==> src/rtl/lc_sweep_ctrl.sv <==
// Truth-table sweep sequencer: drives every input vector, waits a settle time,
// samples the circuit outputs and checks them against a golden table.
module lc_sweep_ctrl #(
    parameter int N_IN   = 2,
    parameter int N_OUT  = 3,
    parameter int SETTLE = 2
) (
    input  logic                           clk,
    input  logic                           rst_n,
    input  logic                           start,
    input  logic                           abort,
    input  logic [N_OUT*(2**N_IN)-1:0]     expect_vec,
    input  logic [N_OUT-1:0]               dut_out,
    output logic [N_IN-1:0]                dut_in,
    output logic                           busy,
    output logic                           cap_valid,
    output logic [N_IN-1:0]                cap_idx,
    output logic [N_OUT-1:0]               cap_data,
    output logic                           cap_match,
    output logic                           done,
    output logic                           pass,
    output logic [N_IN:0]                  fail_count,
    output logic [N_IN-1:0]                first_fail_idx
);

    // state  | meaning
    // IDLE   | waiting for start, results held
    // DRIVE  | current vector presented on dut_in
    // WAIT   | settle counter running down to zero
    // SAMPLE | compare dut_out against golden entry, advance or finish
    // FINISH | done pulse, final cap_valid, pass valid
    typedef enum logic [2:0] {
        IDLE   = 3'd0,
        DRIVE  = 3'd1,
        WAIT   = 3'd2,
        SAMPLE = 3'd3,
        FINISH = 3'd4
    } state_t;

    localparam int              NVEC      = 2**N_IN;
    localparam logic [N_IN-1:0] LAST_IDX  = N_IN'(NVEC - 1);
    localparam logic [3:0]      SETTLE_LD = 4'(SETTLE - 1);

    state_t              state_q, state_d;
    logic [N_IN-1:0]     idx_q, idx_d;
    logic [3:0]          cnt_q, cnt_d;
    logic                busy_q, busy_d;
    logic                cap_valid_q, cap_valid_d;
    logic [N_IN-1:0]     cap_idx_q, cap_idx_d;
    logic [N_OUT-1:0]    cap_data_q, cap_data_d;
    logic                cap_match_q, cap_match_d;
    logic                done_q, done_d;
    logic                pass_q, pass_d;
    logic [N_IN:0]       fail_count_q, fail_count_d;
    logic [N_IN-1:0]     first_fail_q, first_fail_d;
    logic [N_OUT-1:0]    exp_entry;
    logic                hit;

    always_comb begin
        exp_entry    = expect_vec[int'(idx_q)*N_OUT +: N_OUT];
        hit          = (dut_out == exp_entry);
        state_d      = state_q;
        idx_d        = idx_q;
        cnt_d        = cnt_q;
        busy_d       = busy_q;
        cap_valid_d  = 1'b0;
        cap_idx_d    = cap_idx_q;
        cap_data_d   = cap_data_q;
        cap_match_d  = cap_match_q;
        done_d       = 1'b0;
        pass_d       = pass_q;
        fail_count_d = fail_count_q;
        first_fail_d = first_fail_q;

        // Abort preempts everything, including a capture pending in SAMPLE.
        if (state_q != IDLE && abort) begin
            state_d = IDLE;
            idx_d   = '0;
            busy_d  = 1'b0;
        end else begin
            case (state_q)
                IDLE: begin
                    if (start && !abort) begin
                        state_d      = DRIVE;
                        idx_d        = '0;
                        busy_d       = 1'b1;
                        fail_count_d = '0;
                        first_fail_d = '0;
                        pass_d       = 1'b0;
                    end
                end
                DRIVE: begin
                    state_d = WAIT;
                    cnt_d   = SETTLE_LD;
                end
                WAIT: begin
                    if (cnt_q == 4'd0) begin
                        state_d = SAMPLE;
                    end else begin
                        cnt_d = cnt_q - 4'd1;
                    end
                end
                SAMPLE: begin
                    cap_valid_d = 1'b1;
                    cap_idx_d   = idx_q;
                    cap_data_d  = dut_out;
                    cap_match_d = hit;
                    if (!hit) begin
                        fail_count_d = fail_count_q + (N_IN+1)'(1);
                        if (fail_count_q == '0) begin
                            first_fail_d = idx_q;
                        end
                    end
                    if (idx_q == LAST_IDX) begin
                        state_d = FINISH;
                        done_d  = 1'b1;
                        pass_d  = (fail_count_d == '0);
                    end else begin
                        state_d = DRIVE;
                        idx_d   = idx_q + N_IN'(1);
                    end
                end
                FINISH: begin
                    state_d = IDLE;
                    busy_d  = 1'b0;
                end
                default: begin
                    state_d = IDLE;
                    idx_d   = '0;
                    busy_d  = 1'b0;
                end
            endcase
        end
    end

    always_ff @(posedge clk or negedge rst_n) begin
        if (!rst_n) begin
            state_q      <= IDLE;
            idx_q        <= '0;
            cnt_q        <= '0;
            busy_q       <= 1'b0;
            cap_valid_q  <= 1'b0;
            cap_idx_q    <= '0;
            cap_data_q   <= '0;
            cap_match_q  <= 1'b0;
            done_q       <= 1'b0;
            pass_q       <= 1'b0;
            fail_count_q <= '0;
            first_fail_q <= '0;
        end else begin
            state_q      <= state_d;
            idx_q        <= idx_d;
            cnt_q        <= cnt_d;
            busy_q       <= busy_d;
            cap_valid_q  <= cap_valid_d;
            cap_idx_q    <= cap_idx_d;
            cap_data_q   <= cap_data_d;
            cap_match_q  <= cap_match_d;
            done_q       <= done_d;
            pass_q       <= pass_d;
            fail_count_q <= fail_count_d;
            first_fail_q <= first_fail_d;
        end
    end

    assign dut_in         = idx_q;
    assign busy           = busy_q;
    assign cap_valid      = cap_valid_q;
    assign cap_idx        = cap_idx_q;
    assign cap_data       = cap_data_q;
    assign cap_match      = cap_match_q;
    assign done           = done_q;
    assign pass           = pass_q;
    assign fail_count     = fail_count_q;
    assign first_fail_idx = first_fail_q;

endmodule

==> config.mk <==
export PLATFORM = sky130hd
export DESIGN_NAME = lc_sweep_ctrl
export DESIGN_NICKNAME = d
export VERILOG_FILES = /design/src/rtl/lc_sweep_ctrl.sv
export SDC_FILE = /design/constraint.sdc
export NUM_CORES = 1
export LEC_CHECK = 0
export ABC_AREA = 1
export BUFFER_PORTS_ARGS = -buffer_cell sky130_fd_sc_hd__buf_2
export CAP_MARGIN = 20
export CORE_MARGIN = 4
export CORE_UTILIZATION = 51
export DETAILED_ROUTE_END_ITERATION = 8
export HOLD_SLACK_MARGIN = 0.03
export PLACE_DENSITY_LB_ADDON = 0.15
export SLEW_MARGIN = 20
export SYNTH_ARGS = -nofsm -noshare
export SYNTH_HDL_FRONTEND = slang
export SYNTH_SLANG_ARGS = --single-unit
export TNS_END_PERCENT = 5
==> constraint.sdc <==
create_clock -name clk -period 1.91 [get_ports clk]
set_input_delay 0.2865 -clock clk [delete_from_list [all_inputs] [get_ports clk]]
set_output_delay 0.2865 -clock clk [all_outputs]
set_load 0.005 [all_outputs]
==> impl_metrics.env, run 1 <==
export IMPL_die_w_um=59.0
export IMPL_cp_required_ns=2.10
export IMPL_p_leak_uw=0.000893
export IMPL_max_freq_mhz=594
export IMPL_dpl_hpwl_um=2210
export IMPL_finalNonFillerCells=238
export IMPL_gr_usage_all_layers=0.187
export IMPL_worstPathArrival_ns=1.88
export IMPL_cts_root_buf="clkbuf_4"
export IMPL_synth_seq_cells=24
export IMPL_placed_area_mm2=0.00153
export IMPL_cts_tree="yes"
export IMPL_hold_viol=0
export IMPL_port_buffers=35
export IMPL_remaining_drc_errors=0
export IMPL_place_congestion=0.840
export IMPL_drt_pass1_iter_count=6
export IMPL_maxCapViolCount=0
export IMPL_grt_max_degree=25
export IMPL_tightest_slew_ns=0.532
export IMPL_synth_fp_nets=194
export IMPL_place_inst=233
export IMPL_layout_commonest_cell="nand2_1"
export IMPL_finalSetupViolations=0
export IMPL_drive_gt1_frac=0.255
export IMPL_grt_pass1_vias=1180
export IMPL_fp_dieArea_mm2=0.00349
export IMPL_ff2ff_setup_slack_ns=0.23
export IMPL_fin_tns_setup_ns=0
export IMPL_seq_area_frac_synth=0.452
export IMPL_path_max_fanout=11
export IMPL_ir_drop_mv=0.815
export IMPL_synthToLayoutAreaGrowth_pct=19.9
export IMPL_layout_nets=233
export IMPL_clkLatencyLatePin_ns=0.32
export IMPL_viasPerCell=5.11
export IMPL_antennaDiodeCount=0
export IMPL_fin_skew_ns=0.00360
export IMPL_fin_crit_sh=0.881
export IMPL_syn_area_mm2=0.00133
export IMPL_preCtsSetupSlack_ns=0.234
export IMPL_cts_setup_buffers=0
export IMPL_hp_start="abort"
export IMPL_min_path_type="in2reg"
export IMPL_synth_area_top_cells="dfrtp_1 (45%), nand2_1 (15%), inv_1 (5.9%)"
export IMPL_detail_route_antenna_nets=0
export IMPL_whs_path_depth=2
export IMPL_power_uw=1710
export IMPL_io_pins=36
export IMPL_grt_ovfl_total=0
export IMPL_grt_setup_unrepaired="false"
export IMPL_ys_warnings_count=0
export IMPL_row_count=18
export IMPL_cts_htree_levels=1
export IMPL_n_fill_cell=218
export IMPL_grt_antenna_before_repair=0
export IMPL_grt_first_pass_wirelength_um=5060
export IMPL_synth_cell_type_count=25
export IMPL_fp_dieH_um=59.0
export IMPL_synth_cells=170
export IMPL_cts_made_buffers=3
export IMPL_wl_um=2800
export IMPL_relSlewSlack=0.645
export IMPL_core_mm2=0.00248
export IMPL_final_cell_mix="nand2_1 (53), buf_2 (35), dfrtp_1 (24)"
export IMPL_power_density_mw_per_mm2=1070
export IMPL_r2r_cells=5
export IMPL_fin_crit_ns=1.68
export IMPL_initialDrtViolationCount=36
export IMPL_synth_top_area_frac=0.452
export IMPL_path_class="reg2reg"
export IMPL_r2r_start="dut_in[0]"
export IMPL_crit_path_end_kind="register"
export IMPL_synth_largest_area_cell="dfrtp_1"
export IMPL_status="completed"
export IMPL_cp_start_kind="register"
export IMPL_syn_avg_cell_area_um2=7.82
export IMPL_finalMaxSlewViolations=0
export IMPL_path_clk_slew_ns=0.13
export IMPL_initial_utilization=0.536
export IMPL_wire_per_inst_um=11.8
export IMPL_clk_path_buf_depth=2
export IMPL_timing_rr_end="dut_in[0]"
export IMPL_setup_ws_ns=0.227
export IMPL_cts_sinks=24
export IMPL_vias=1216
export IMPL_whs_endpoint="cap_valid"
export IMPL_fin_area_mm2=0.00159
==> state kept, by name, indices dropped and copies added (netlist names) <==
register,flops
state_q,3
cap_valid,1
busy,1
cap_match,1
cap_idx,2
fail_count,3
pass,1
dut_in,2
done,1
cnt_q,4
first_fail_idx,2
cap_data,3
==> logic make-up (layout without fill, tap and decap cells) <==
| group | after synthesis | in the layout | synth area share |
|---|---|---|---|
| AO/OA/AOI/OAI | 21 | 21 | 0.0895 |
| XOR/XNOR | 1 | 1 | 0.00659 |
| adder cells (fa/ha/maj) | 5 | 5 | 0.0471 |
| buffers and inverters | 26 | 64 | 0.0819 |
| flip-flops | 24 | 24 | 0.452 |
| AND/OR/NAND/NOR | 93 | 93 | 0.323 |
==> timing repair <==
item | in CTS | in global routing
hold buffers | 1 | 0
gates resized for setup | 0 | 1
endpoints found under the hold margin | 24 | 0
setup endpoints to repair | 0 | 1
==> synth_stat cells <==
| master | number |
|---|---|
| o22ai_1 | 2 |
| nand4_1 | 3 |
| xor2_1 | 1 |
| nand3_2 | 1 |
| a211oi_1 | 1 |
| nor3_4 | 1 |
| nand2_2 | 5 |
| inv_2 | 2 |
| nand3_1 | 14 |
| a21oi_2 | 1 |
| dfrtp_1 | 24 |
| ha_1 | 5 |
| nor2_2 | 1 |
| inv_1 | 21 |
| buf_2 | 1 |
| a21oi_1 | 3 |
| inv_4 | 1 |
| o31ai_1 | 2 |
| o21ai_0 | 10 |
| o21ai_1 | 2 |
| nor3_1 | 3 |
| buf_6 | 1 |
| nand2_1 | 53 |
| nor4_4 | 1 |
| nor2_1 | 11 |
==> worst max-delay path by stage <==
stage              start           endpoint  slack (ns)  depth (start not counted)
6_report       dut_in[0]          dut_in[0]        0.23                          5
5_1_grt        dut_in[0]  first_fail_idx[0]        0.02                         12
4_1_cts         cnt_q[0]          dut_in[0]        0.20                          8
3_5_place_dp   dut_in[0]          dut_in[0]        0.23                          5
3_3_place_gp   dut_in[0]          dut_in[1]        0.28                          6
2_1_floorplan   cnt_q[0]          dut_in[1]        0.44                          8
==> final cells by class <==
class	count	area (um2)	area share
inverter	24	92.6	0.0581
clock buffer	3	22.5	0.0141
clock inverter	1	30.0	0.0189
tap	30	37.5	0.0236
sequential	24	601	0.377
multi-input combinational	120	624	0.392
timing repair buffer	36	185	0.116
==> metal layers <==
layer  vias to the layer above  wire length [um]  GRT usage
li1                        627                 -          -
met3                         4               139     0.0261
met4                         0                26     0.0680
met5                         -                 0          0
met2                        38              1340      0.317
met1                       547              1300      0.243
==> per-stage QoR <==
step                       util  hold WS (ns)
final                     0.643         0.236
after global placement    0.616         0.293
after floorplan               -      -0.00909
after CTS                 0.641         0.217
after global routing      0.643         0.219
after detailed placement  0.616         0.293
==> worst max-delay path: stages, from the launching register on <==
cell     delay [ns]
dfrtp_1        0.54
ha_1           0.30
nand2_2        0.10
o21ai_0        0.09
nor3_1         0.38
o21ai_0        0.15
==> power by group <==
part / internal (uW) / switching (uW) / total (uW)
combinational: 236 / 376 / 611
clock: 212 / 154 / 367
sequential: 630 / 102 / 732
total: 1080 / 632 / 1710
No activity file was read; power rests on OpenSTA's default activity.
==> inputs of run 2 (changes only) <==
--- a/config.mk
+++ b/config.mk
@@ -6,11 +6,11 @@
 export NUM_CORES = 1
 export LEC_CHECK = 0
 export ABC_AREA = 1
-export BUFFER_PORTS_ARGS = -buffer_cell sky130_fd_sc_hd__buf_2
 export CAP_MARGIN = 20
 export CORE_MARGIN = 4
-export CORE_UTILIZATION = 51
+export CORE_UTILIZATION = 60
 export DETAILED_ROUTE_END_ITERATION = 8
+export DONT_BUFFER_PORTS = 1
 export HOLD_SLACK_MARGIN = 0.03
 export PLACE_DENSITY_LB_ADDON = 0.15
 export SLEW_MARGIN = 20
==> impl_metrics.env, run 2 (synthesis gave the netlist of run 1 again) <==
export IMPL_cts_resized_gates=0
export IMPL_row_count=16
export IMPL_min_path_type="in2reg"
export IMPL_max_flop_register="cnt_q"
export IMPL_initialDrtViolationCount=22
export IMPL_port_buffers=0
export IMPL_grt_antenna_before_repair=0
export IMPL_fin_tns_setup_ns=0
export IMPL_drt_pass1_iter_count=4
export IMPL_grt_ovfl_total=0
export IMPL_path_class="reg2reg"
export IMPL_path_max_fanout=11
export IMPL_maxCapViolCount=0
export IMPL_fp_dieH_um=55.1
export IMPL_path_clk_slew_ns=0.13
export IMPL_worstPathArrival_ns=1.94
export IMPL_p_leak_uw=0.000735
export IMPL_multiInputGateArea_um2=619
export IMPL_fin_area_mm2=0.00141
export IMPL_place_congestion=0.826
export IMPL_largest_reg_flops=4
export IMPL_die_w_um=55.1
export IMPL_viasPerCell=5.69
export IMPL_cts_tree="yes"
export IMPL_fp_dieArea_mm2=0.00303
export IMPL_grt_first_pass_wirelength_um=4660
export IMPL_ir_drop_mv=0.742
export IMPL_finalSetupViolations=0
export IMPL_status="completed"
export IMPL_vias=1150
export IMPL_gr_usage_all_layers=0.213
export IMPL_cts_sinks=24
export IMPL_remaining_drc_errors=0
export IMPL_antennaDiodeCount=0
export IMPL_grt_pass1_vias=1076
export IMPL_drive_gt1_frac=0.103
export IMPL_power_density_mw_per_mm2=1090
export IMPL_utilization=0.689
export IMPL_wl_um=2750
export IMPL_dpl_hpwl_um=2120
export IMPL_max_freq_mhz=590
export IMPL_detail_route_antenna_nets=0
export IMPL_cts_made_buffers=3
export IMPL_clkLatencyLatePin_ns=0.31
export IMPL_cts_root_buf="clkbuf_4"
export IMPL_fin_crit_sh=0.887
export IMPL_tightest_slew_ns=0.542
export IMPL_fin_crit_ns=1.69
export IMPL_final_cell_mix="nand2_1 (53), dfrtp_1 (24), inv_1 (21)"
export IMPL_clk_path_buf_depth=2
export IMPL_area_sequential_um2=601
export IMPL_crit_path_end_kind="register"
export IMPL_grt_setup_unrepaired="false"
export IMPL_finalMaxSlewViolations=0
export IMPL_synthToLayoutAreaGrowth_pct=5.93
export IMPL_power_uw=1530
export IMPL_wire_per_inst_um=13.6
export IMPL_fin_skew_ns=0.00332
export IMPL_cts_htree_levels=1
export IMPL_cp_required_ns=2.15
export IMPL_hold_viol=0
export IMPL_relSlewSlack=0.638
export IMPL_layout_nets=200
export IMPL_timing_hold_ws_ns=0.128
export IMPL_io_pins=36
export IMPL_grt_max_degree=25
export IMPL_core_mm2=0.00204
export IMPL_initial_utilization=0.651
export IMPL_n_fill_cell=173
export IMPL_layout_commonest_cell="nand2_1"
export IMPL_placed_area_mm2=0.00135
export IMPL_cp_start_kind="register"
## run 2: cell types whose count changed in the layout (fill, tap and decap cells not counted), sizes merged
cell / delta
buf: -34
bufinv: -1
clkbuf: +1
dlygate4sd3: +1
## run 2: critical path, stage by stage, from the launching register on
cell and delay, ns:
dfrtp_1 0.56, ha_1 0.31, nand2_2 0.11, o21ai_0 0.09
nor3_1 0.37, nand3_1 0.11, o21ai_0 0.08
## run 2: metrics by stage
stage                     setup slack, ns  std cells
after global placement              0.267        195
after detailed placement            0.253        195
after CTS                           0.222        200
after floorplan                     0.444        170
final                               0.216        202
after global routing               0.0150        202
## run 2: layout make-up
type                            count  share of cell area
Inverter                           24              0.0658
Sequential cell                    24               0.427
Multi-Input combinational cell    120               0.440
Tap cell                           27              0.0240
Clock buffer                        4              0.0258
Timing Repair Buffer                3              0.0178
## run 2: final timing paths
check	from	end	slack (ns)	depth (start not counted)
setup / recovery	dut_in[0]	dut_in[1]	0.22	6
hold / removal	dut_out[0]	cap_data[0]	0.13	2
setup reg to reg	dut_in[0]	dut_in[1]	0.22	6
hold reg to reg	cnt_q[3]	cnt_q[3]	0.49	1
max in group asynchronous	rst_n	state_q[0]	1.07	2
min in group asynchronous	rst_n	first_fail_idx[0]	0.48	2
## run 2: metal layers
metal | up-vias | wire length (um) | GRT usage
met3 | 6 | 197 | 0.0536
met1 | 539 | 1150 | 0.257
met4 | 0 | 31 | 0.0729
li1 | 557 | - | -
met2 | 48 | 1370 | 0.368
met5 | - | 0 | 0
## run 2: repair_timing
action / in CTS / in global routing
buffers inserted: 0 / 0
hold buffers: 1 / 2
endpoints found under the hold margin: 24 / 25
## run 2: power by group
group          internal [uW]  switching, uW
Combinational            169            337
Sequential               631            130
Clock                    116            151
